==> src/rtl/i2c_cfg_fetch_pkg.sv <==
// Shared constants, FSM encoding and committed-config layout for i2c_cfg_fetch.
// CFG_CHKSUM_EN extends the scan to the checksum word at ADDR_CHKSUM.
package i2c_cfg_pkg;

  localparam int ADDR_W       = 3;
  localparam int DATA_W       = 16;
  localparam int WAIT_W       = 2;
  localparam int MCLK_SPEED_W = 16;
  localparam int MCLK_MODE_W  = 2;
  localparam int ROWS_DELAY_W = 16;
  localparam int IDLE_MODE_W  = 1;

  localparam logic [ADDR_W-1:0] ADDR_MCLK_SPEED = 3'd0;
  localparam logic [ADDR_W-1:0] ADDR_MCLK_MODE  = 3'd1;
  localparam logic [ADDR_W-1:0] ADDR_ROWS_DELAY = 3'd2;
  localparam logic [ADDR_W-1:0] ADDR_IDLE_MODE  = 3'd3;
  localparam logic [ADDR_W-1:0] ADDR_CHKSUM     = 3'd7;

`ifdef CFG_CHKSUM_EN
  localparam logic [ADDR_W-1:0] ADDR_LAST = ADDR_CHKSUM;
`else
  localparam logic [ADDR_W-1:0] ADDR_LAST = ADDR_IDLE_MODE;
`endif

  typedef enum logic [2:0] {
    ST_IDLE,
    ST_REQ,
    ST_WAIT,
    ST_CAPT,
    ST_CMP,
    ST_PEND
  } state_e;

  // Only the bits the consumer uses; comparing this struct ignores the rest.
  typedef struct packed {
    logic [MCLK_SPEED_W-1:0] mclk_speed;
    logic [MCLK_MODE_W-1:0]  mclk_mode;
    logic [ROWS_DELAY_W-1:0] rows_delay;
    logic [IDLE_MODE_W-1:0]  idle_mode;
  } cfg_t;

endpackage

==> src/rtl/i2c_cfg_fetch_if.sv <==
// Parallel register read port between i2c_cfg_fetch (master) and I2C_SLAVE (slave).
interface i2c_cfg_fetch_if;
  import i2c_cfg_pkg::*;

  logic              RD_EN;
  logic [ADDR_W-1:0] ADD_OUT;
  logic [DATA_W-1:0] DAT_IN;

  modport master (output RD_EN, output ADD_OUT, input DAT_IN);
  modport slave  (input RD_EN, input ADD_OUT, output DAT_IN);

endinterface

==> src/rtl/i2c_cfg_fetch_timer.sv <==
// Free-running poll divider: tick is high for one cycle every POLL_DIV cycles.
module cfg_poll_timer #(
  parameter int POLL_DIV = 1000
) (
  input  logic CLOCK,
  input  logic RESET,
  output logic tick
);

  localparam int CW = $clog2(POLL_DIV);

  logic [CW-1:0] cnt_q, cnt_d;

  assign tick = (cnt_q == CW'(POLL_DIV - 1));

  always_comb begin
    cnt_d = tick ? '0 : cnt_q + CW'(1);
  end

  always_ff @(posedge CLOCK) begin
    if (RESET) begin
      cnt_q <= '0;
    end else begin
      cnt_q <= cnt_d;
    end
  end

endmodule

==> src/rtl/i2c_cfg_fetch.sv <==
// Scans config regs 0..3 (plus 7 with CFG_CHKSUM_EN) into a shadow and commits changes on FRAME_SYNC.
// Each word costs RD_LAT+2 cycles; ticks outside IDLE are dropped and PEND freezes the shadow.
module i2c_cfg_fetch
  import i2c_cfg_pkg::*;
#(
  parameter int POLL_DIV = 1000,
  parameter int RD_LAT   = 1
) (
  input  logic                    CLOCK,
  input  logic                    RESET,
  i2c_cfg_fetch_if.master         rd,
  input  logic                    FRAME_SYNC,
  output logic [MCLK_SPEED_W-1:0] MCLK_SPEED,
  output logic [MCLK_MODE_W-1:0]  MCLK_MODE,
  output logic [ROWS_DELAY_W-1:0] ROWS_DELAY,
  output logic [IDLE_MODE_W-1:0]  IDLE_MODE,
  output logic                    CFG_VALID,
  output logic                    CFG_UPDATE,
  output logic                    CFG_ERR
);

  logic              tick;
  state_e            state_q;
  logic [ADDR_W-1:0] addr_q;
  logic [ADDR_W-1:0] add_q;
  logic [ADDR_W-1:0] addr_next;
  logic              rd_en_q;
  logic [WAIT_W-1:0] wait_q;
  cfg_t              shadow_q;
  cfg_t              cfg_q;
  logic              valid_q;
  logic              update_q;
`ifdef CFG_CHKSUM_EN
  logic [DATA_W-1:0] xor_q;
  logic [DATA_W-1:0] chk_q;
  logic              err_q;
`endif

  cfg_poll_timer #(.POLL_DIV(POLL_DIV)) u_timer (
    .CLOCK (CLOCK),
    .RESET (RESET),
    .tick  (tick)
  );

`ifdef CFG_CHKSUM_EN
  assign addr_next = (addr_q == ADDR_IDLE_MODE) ? ADDR_CHKSUM : addr_q + ADDR_W'(1);
`else
  assign addr_next = addr_q + ADDR_W'(1);
`endif

  always_ff @(posedge CLOCK) begin
    if (RESET) begin
      state_q  <= ST_IDLE;
      addr_q   <= '0;
      add_q    <= '0;
      rd_en_q  <= 1'b0;
      wait_q   <= '0;
      shadow_q <= '0;
      cfg_q    <= '0;
      valid_q  <= 1'b0;
      update_q <= 1'b0;
`ifdef CFG_CHKSUM_EN
      xor_q    <= '0;
      chk_q    <= '0;
      err_q    <= 1'b0;
`endif
    end else begin
      rd_en_q  <= 1'b0;
      update_q <= 1'b0;
`ifdef CFG_CHKSUM_EN
      err_q    <= 1'b0;
`endif
      case (state_q)
        ST_IDLE: begin
          if (tick) begin
            state_q <= ST_REQ;
            rd_en_q <= 1'b1;
            add_q   <= addr_q;
          end
        end
        ST_REQ: begin
          state_q <= ST_WAIT;
          wait_q  <= WAIT_W'(RD_LAT - 1);
        end
        ST_WAIT: begin
          if (wait_q == '0) begin
            state_q <= ST_CAPT;
          end else begin
            wait_q <= wait_q - WAIT_W'(1);
          end
        end
        ST_CAPT: begin
          case (addr_q)
            ADDR_MCLK_SPEED: shadow_q.mclk_speed <= rd.DAT_IN[MCLK_SPEED_W-1:0];
            ADDR_MCLK_MODE:  shadow_q.mclk_mode  <= rd.DAT_IN[MCLK_MODE_W-1:0];
            ADDR_ROWS_DELAY: shadow_q.rows_delay <= rd.DAT_IN[ROWS_DELAY_W-1:0];
            ADDR_IDLE_MODE:  shadow_q.idle_mode  <= rd.DAT_IN[IDLE_MODE_W-1:0];
            default: ;
          endcase
`ifdef CFG_CHKSUM_EN
          // Running XOR over the full data words, restarted at the first address.
          if (addr_q == ADDR_CHKSUM) begin
            chk_q <= rd.DAT_IN;
          end else if (addr_q == ADDR_MCLK_SPEED) begin
            xor_q <= rd.DAT_IN;
          end else begin
            xor_q <= xor_q ^ rd.DAT_IN;
          end
`endif
          if (addr_q == ADDR_LAST) begin
            addr_q  <= '0;
            state_q <= ST_CMP;
          end else begin
            addr_q  <= addr_next;
            add_q   <= addr_next;
            rd_en_q <= 1'b1;
            state_q <= ST_REQ;
          end
        end
        ST_CMP: begin
`ifdef CFG_CHKSUM_EN
          if (xor_q != chk_q) begin
            err_q    <= 1'b1;
            shadow_q <= '0;
            state_q  <= ST_IDLE;
          end else
`endif
          if (!valid_q || (shadow_q != cfg_q)) begin
            state_q <= ST_PEND;
          end else begin
            state_q <= ST_IDLE;
          end
        end
        ST_PEND: begin
          if (FRAME_SYNC) begin
            cfg_q    <= shadow_q;
            update_q <= 1'b1;
            valid_q  <= 1'b1;
            state_q  <= ST_IDLE;
          end
        end
        default: state_q <= ST_IDLE;
      endcase
    end
  end

  assign rd.RD_EN    = rd_en_q;
  assign rd.ADD_OUT  = add_q;
  assign MCLK_SPEED  = cfg_q.mclk_speed;
  assign MCLK_MODE   = cfg_q.mclk_mode;
  assign ROWS_DELAY  = cfg_q.rows_delay;
  assign IDLE_MODE   = cfg_q.idle_mode;
  assign CFG_VALID   = valid_q;
  assign CFG_UPDATE  = update_q;
`ifdef CFG_CHKSUM_EN
  assign CFG_ERR     = err_q;
`else
  assign CFG_ERR     = 1'b0;
`endif

endmodule
==> src/flat_wrapper.sv <==
// flat-port wrapper written by rule: the top's interface ports become plain ports
module i2c_cfg_fetch_flat import i2c_cfg_pkg::*;
#(
  parameter int POLL_DIV = 1000,
  parameter int RD_LAT   = 1
)
  (CLOCK, RESET, FRAME_SYNC, MCLK_SPEED, MCLK_MODE, ROWS_DELAY, IDLE_MODE, CFG_VALID, CFG_UPDATE, CFG_ERR, rd_RD_EN, rd_ADD_OUT, rd_DAT_IN);
  i2c_cfg_fetch_if rd_i ();
  input  logic CLOCK;
  input  logic RESET;
  input  logic FRAME_SYNC;
  output logic [MCLK_SPEED_W-1:0] MCLK_SPEED;
  output logic [MCLK_MODE_W-1:0] MCLK_MODE;
  output logic [ROWS_DELAY_W-1:0] ROWS_DELAY;
  output logic [IDLE_MODE_W-1:0] IDLE_MODE;
  output logic CFG_VALID;
  output logic CFG_UPDATE;
  output logic CFG_ERR;
  output wire logic [$bits(rd_i.RD_EN)-1:0] rd_RD_EN;
  output wire logic [$bits(rd_i.ADD_OUT)-1:0] rd_ADD_OUT;
  input wire logic [$bits(rd_i.DAT_IN)-1:0] rd_DAT_IN;
  assign rd_RD_EN = rd_i.RD_EN;
  assign rd_ADD_OUT = rd_i.ADD_OUT;
  assign rd_i.DAT_IN = rd_DAT_IN;
  i2c_cfg_fetch #(.POLL_DIV(POLL_DIV), .RD_LAT(RD_LAT)) u_core (.CLOCK(CLOCK), .RESET(RESET), .rd(rd_i), .FRAME_SYNC(FRAME_SYNC), .MCLK_SPEED(MCLK_SPEED), .MCLK_MODE(MCLK_MODE), .ROWS_DELAY(ROWS_DELAY), .IDLE_MODE(IDLE_MODE), .CFG_VALID(CFG_VALID), .CFG_UPDATE(CFG_UPDATE), .CFG_ERR(CFG_ERR));
endmodule
==> config.mk <==
export PLATFORM = sky130hd
export DESIGN_NAME = i2c_cfg_fetch_flat
export DESIGN_NICKNAME = d
export VERILOG_FILES = /design/src/rtl/i2c_cfg_fetch_pkg.sv /design/src/rtl/i2c_cfg_fetch_if.sv /design/src/rtl/i2c_cfg_fetch_timer.sv /design/src/rtl/i2c_cfg_fetch.sv /design/src/flat_wrapper.sv
export SDC_FILE = /design/constraint.sdc
export NUM_CORES = 1
export LEC_CHECK = 0
export ABC_AREA = 1
export CAP_MARGIN = 0
export CORE_UTILIZATION = 25
export DETAILED_ROUTE_END_ITERATION = 12
export GPL_TIMING_DRIVEN = 0
export RECOVER_POWER = 50
export REMOVE_ABC_BUFFERS = 1
export SETUP_SLACK_MARGIN = 0.3
export SYNTH_ARGS = -nofsm -noshare
export SYNTH_HDL_FRONTEND = slang
export SYNTH_HIERARCHICAL = 1
export SYNTH_SLANG_ARGS = --single-unit
==> constraint.sdc <==
create_clock -name CLOCK -period 3.86 [get_ports CLOCK]
set_input_delay 0.772 -clock CLOCK [delete_from_list [all_inputs] [get_ports CLOCK]]
set_output_delay 0.772 -clock CLOCK [all_outputs]
set_load 0.03 [all_outputs]
# Yosys cells after proc, flatten, opt, wreduce, memory -nomap -nowiden
# Cells that the tools add are included.
# classes
n_mux	16
reduce_logical	17
bitwise_logic	1
n_eq_ne	15
add_sub_neg	3
# op_table
cell	count
$ne A35 B35 Y1	1
$mux W3	8
$pmux W3 S6	1
$eq A3 B2 Y1 const B	4
$reduce_and A2 Y1	6
$add A10 B1 Y10 const B	1
$eq A10 B10 Y1 const B	1
$ne A2 B2 Y1 const B	4
$eq A3 B1 Y1 const B	2
$eq A3 B3 Y1 const B	2
$logic_not A3 Y1	2
$pmux W3 S2	1
$reduce_and A3 Y1	2
$pmux W2 S2	1
$reduce_bool A2 Y1	2
$reduce_or A2 Y1	2
$add A3 B1 Y3 const B	1
$mux W1	3
$logic_not A2 Y1	1
$mux W2	1
$ne A2 B1 Y1 const B	1
$pmux W1 S2	1
$sub A2 B1 Y2 const B	1
$logic_not A1 Y1	1
2 further kinds	2
# totals
in_bits	19
output_inout_bits	42
regBits	94

# Longest topological paths before layout
# logic_depth
depth_word	4
mapped_depth	13
mapped_depth_nobuf	13

# Cells and area by module
# The synthesis kept the hierarchy.
# modules_own_cells
mod	n_inst	area_each_um2	seq_area_each_um2	cells_per_inst
i2c_cfg_fetch	1	3738.6	1681.6	526
cfg_poll_timer	1	456.7	200.2	62

# Worst setup path after synthesis
# Ideal clock, no wire load.
# synth_timing
path_type	input to register
startpoint	input RESET
endpoint	register u_core.add_q[0], in the netlist u_core/rd.ADD_OUT[0]
required_ns	3.790
path_buffers	3
slack_ns	2.168
arrival_ns	1.622
setup_ns	0.070
path_stages	6
cell_sequence	clkbuf_1 > inv_1 > clkbuf_2 > clkbuf_1 > o21ai_0 > a21oi_1
# synth_lines
element	line	text
from (decl)	flat_wrapper.sv:10	input logic RESET;
to (signal assigned)	i2c_cfg_fetch.sv:78	add_q <= addr_q;
to (signal assigned)	i2c_cfg_fetch.sv:115	add_q <= addr_next;
to (decl)	i2c_cfg_fetch.sv:25	logic [ADDR_W-1:0] add_q;

# Worst setup path in the final report
# layout_timing
startpoint	register u_core.state_q[2]
endpoint	register u_core.cfg_q, in the netlist u_core/ROWS_DELAY[12]
# layout_via
elab_chain_len	2
# layout_rtl
element	line	text
from (decl)	i2c_cfg_fetch.sv:23	state_e state_q;
from (signal assigned)	i2c_cfg_fetch.sv:53	state_q <= ST_IDLE;
from (signal assigned)	i2c_cfg_fetch.sv:76	state_q <= ST_REQ;
from (signal assigned)	i2c_cfg_fetch.sv:82	state_q <= ST_WAIT;
$eq A3 B3 Y1	i2c_cfg_fetch.sv:73	case (state_q)
$reduce_and A2 Y1 (no source line)	--	
to (signal assigned)	i2c_cfg_fetch.sv:136	cfg_q <= shadow_q;
to (decl)	i2c_cfg_fetch.sv:30	cfg_t cfg_q;
# No other way between the ends.
# A chain may end at the register's enable or synchronous reset.

==> results.tsv <==
stage	metric	value	unit
timing	Final Hold Vio Count	0	
route	drc violations	0	
synthesis	Ys Warns	6	
placed_design	post-DP HPWL	6.83	mm
worst_setup_path	WP data arrival	2910	ps
layout	commonest non-fill, non-tap cell in the layout	nand2_1	
worst_setup_path	Crit. Startpoint	u_core/state_q[2]	
layout	Layout area overhead	25.3	%
layout	most frequent cells in the layout	nand2_1, inv_1, dfxtp_1	
layout	fin nets	662	
worst_setup_path	Critical Path Start Type	register	
clocking	TritonCTS buffer count	9	
clocking	maximum clock path buffer count	2	
placed_design	Buffers on Ports	59	
timing	skew final	9.42	ps
clocking	root buffer selected by CTS	clkbuf_16	
grt	first-pass GRT wire length	16.3	mm
worst_setup_path	end point of the critical path	u_core/ROWS_DELAY[12]	
timing	Relative slew margins	28.5	%
timing	Slew Limit Fails	0	
clocking	CTS tree	yes	
pwr	P_leak	2.20	nW
clocking	htree depth	3	
layout	share of cells above drive strength 1	3.92	%
clocking	# hold bufs at CTS	0	
worst_setup_path	Worst path max stage delay	730	ps
timing	fmax	372	MHz
timing	fin crit share	69.6	%
route	DR vias	3563	
worst_setup_path	critical path depth	6	
pwr	Clock Power Share	44.4	%
worst_setup_path	family with the most delay on the worst path	simple AND/OR/NAND/NOR gates	
worst_setup_path	worst path cell trace	inv_1 -> nor3_2 -> nand2_1 -> buf_12 -> o21ai_0 -> a21oi_1	
floorplanning	core area	16100	µm²
synthesis	Mapped Area	4200	µm²
route	first-iteration detailed-routing DRC count	219	
worst_setup_path	CP Max Fanout	39	
synthesis	largest cells by area after synthesis	dfxtp_1, nand2_1, a21oi_1	
grt	Total Routing Usage GR	11.8	%
synthesis	top cell type's share of synthesized area	44.9	%
pwr	VDD IR-drop max	0.200	mV
route	Routed Antenna Nets	0	
outcome	status	finished clean	
pwr	Switch Pwr	0.419	mW
pwr	Comb pwr share	5.0	%
worst_setup_path	Worst Reg-to-Reg Cells	6	
grt	initial antenna violation count	0	
pwr	cell-internal power	1.53	mW
route	DRT Wirelength	9.64	mm
worst_setup_path	Critical-path top delay cell	nand2_1	
timing	Worst-Margin Slew	1070	ps
synthesis	sequential area share after synthesis	44.9	%
floorplanning	Die H	132	µm
layout	Filler cells	1725	
grt	GR Overflow Total	0	
clocking	Worst-path clk slew	60	ps
grt	largest net degree at the start of global routing	55	
floorplanning	Site Rows	46	
clocking	worst skew pair latency	340	ps
route	Routed WL per cell	11.3	µm
pwr	sw frac	21.5	%
worst_setup_path	Worst Path Required	4080	ps
floorplanning	die area	17300	µm²
pwr	Seq pwr share	50.6	%
clocking	clk sinks	94	
timing	final setup fails	0	
synthesis	Mapped Avg Cell Area	7.13	µm²
grt	vias in the first global route	3323	
timing	WHS	464	ps
route	vias per cell	4.17	
worst_setup_path	critical setup path kind	reg -> reg	
synthesis	Synth cell types	31	
worst_setup_path	R2R Path End	u_core/ROWS_DELAY[12]	
worst_setup_path	CP Capture Type	register	
pwr	pwr dens	371	nW/µm²
timing	setup tns final	0	ps
synthesis	synthesized instance count	588	
clocking	post-CTS setup buffer count	0	
route	drt pass-1 iters	4	
hold_path	HP Class	reg -> reg	
run	# Max-Cap Violations	0	
worst_setup_path	worst r2r src	u_core/state_q[2]	
worst_setup_path	r2r setup slk	1170	ps
floorplanning	Initial Util	26.0	%
synthesis	Synth Register Bits	94	
timing	crit path time final	2690	ps
floorplanning	I/O pin count	61	
floorplanning	Chip Width	132	µm
layout	ANT cells	0	
placed_design	Final Wtd Congestion	0.785	
timing	RSZ-0062 raised after global routing	no	
worst_setup_path	worst path buffer plus inverter count	2	
synthesis	Synth area leader	dfxtp_1	
clocking	Resized cells post-CTS	0	
cells in the mapped netlist (all sizes together):
cell type  instances
nand2            115
o21ai             69
xnor2             10
conb               1
ha                 8
dfxtp             94
buf                7
a21oi             81
and3               1
nand3b             1
a211oi             2
inv              105
nor3               6
nand3             23
xor2               4
nor2              40
clkbuf            18
o21a               1
a31oi              1
nand4              1
worst min path at each step:
stage / startpoint / end / slack, ps / cells after the start
finish: u_core/u_timer/cnt_q[0] / u_core/u_timer/cnt_q[0] / 460 / 1
global route: u_core/u_timer/cnt_q[9] / u_core/u_timer/cnt_q[9] / 480 / 2
global placement: u_core/u_timer/cnt_q[0] / u_core/u_timer/cnt_q[0] / 440 / 1
CTS: u_core/u_timer/cnt_q[0] / u_core/u_timer/cnt_q[0] / 460 / 1
detailed placement: u_core/u_timer/cnt_q[0] / u_core/u_timer/cnt_q[0] / 450 / 1
floorplan: u_core/u_timer/cnt_q[0] / u_core/u_timer/cnt_q[0] / 430 / 1
routing by layer:
metal | part of all wire, % | wire, µm | vias to the layer above | GRT usage, %
li1 | - | - | 1940 | -
met1 | 49 | 4700 | 1558 | 15.3
met2 | 44 | 4280 | 56 | 18.7
met3 | 5.9 | 567 | 9 | 3.55
met4 | 0.94 | 91 | 0 | 3.10
met5 | 0 | 0 | - | 0
logic make-up (layout without fill, tap and decap cells):
group / count (synthesis) / count (layout) / synth area share (%)
flip-flops: 94 / 94 / 44.9
AND/OR/NAND/NOR: 187 / 187 / 18.7
buffers and inverters: 130 / 180 / 12.3
other: 1 / 1 / 0.0894
XOR/XNOR: 14 / 14 / 2.92
adder cells (fa/ha/maj): 8 / 8 / 2.39
AO/OA/AOI/OAI: 154 / 154 / 18.7
power by group through the flow:
stage	combinational (mW)	sequential, mW	clock (mW)
6_report	0.0973	0.988	0.866
3_3_place_gp	0.0978	1.01	0
4_1_cts	0.0999	0.987	0.896
5_1_grt	0.112	0.988	0.933
3_5_place_dp	0.0994	1.01	0
2_1_floorplan	0.0550	1.01	0
per-stage QoR:
step	setup slack (ps)	utilization, %	total power [mW]	cell area, µm²	cells
final	1170	32.6	1.95	5260	854
after CTS	1440	32.7	1.98	5260	854
after global routing	869	32.6	2.03	5260	854
after detailed placement	1100	30.9	1.11	4970	840
after floorplan	1530	-	1.06	4070	563
after global placement	137	30.6	1.11	4930	838
flip-flops by register name, summed over array words and instances, names as in the netlist:
name,cells
u_core/MCLK_MODE,2
u_core/state_q,3
u_core/CFG_VALID,1
u_core/IDLE_MODE,1
u_core/u_timer/cnt_q,10
u_core/CFG_UPDATE,1
u_core/addr_q,3
u_core/rd.RD_EN,1
u_core/shadow_q,35
u_core/MCLK_SPEED,16
u_core/wait_q,2
u_core/rd.ADD_OUT,3
u_core/ROWS_DELAY,16
layout make-up:
cell class	count	area, µm²	area share, %
clock buffers	10	239	4.55
clock inverters	4	48.8	0.928
multi-input cells	364	1790	34.1
repair buffers	61	631	12.0
inverters	105	394	7.50
well taps	216	270	5.14
flip-flops and latches	94	1880	35.8
Note: power is estimated with default switching activity, not from simulation.
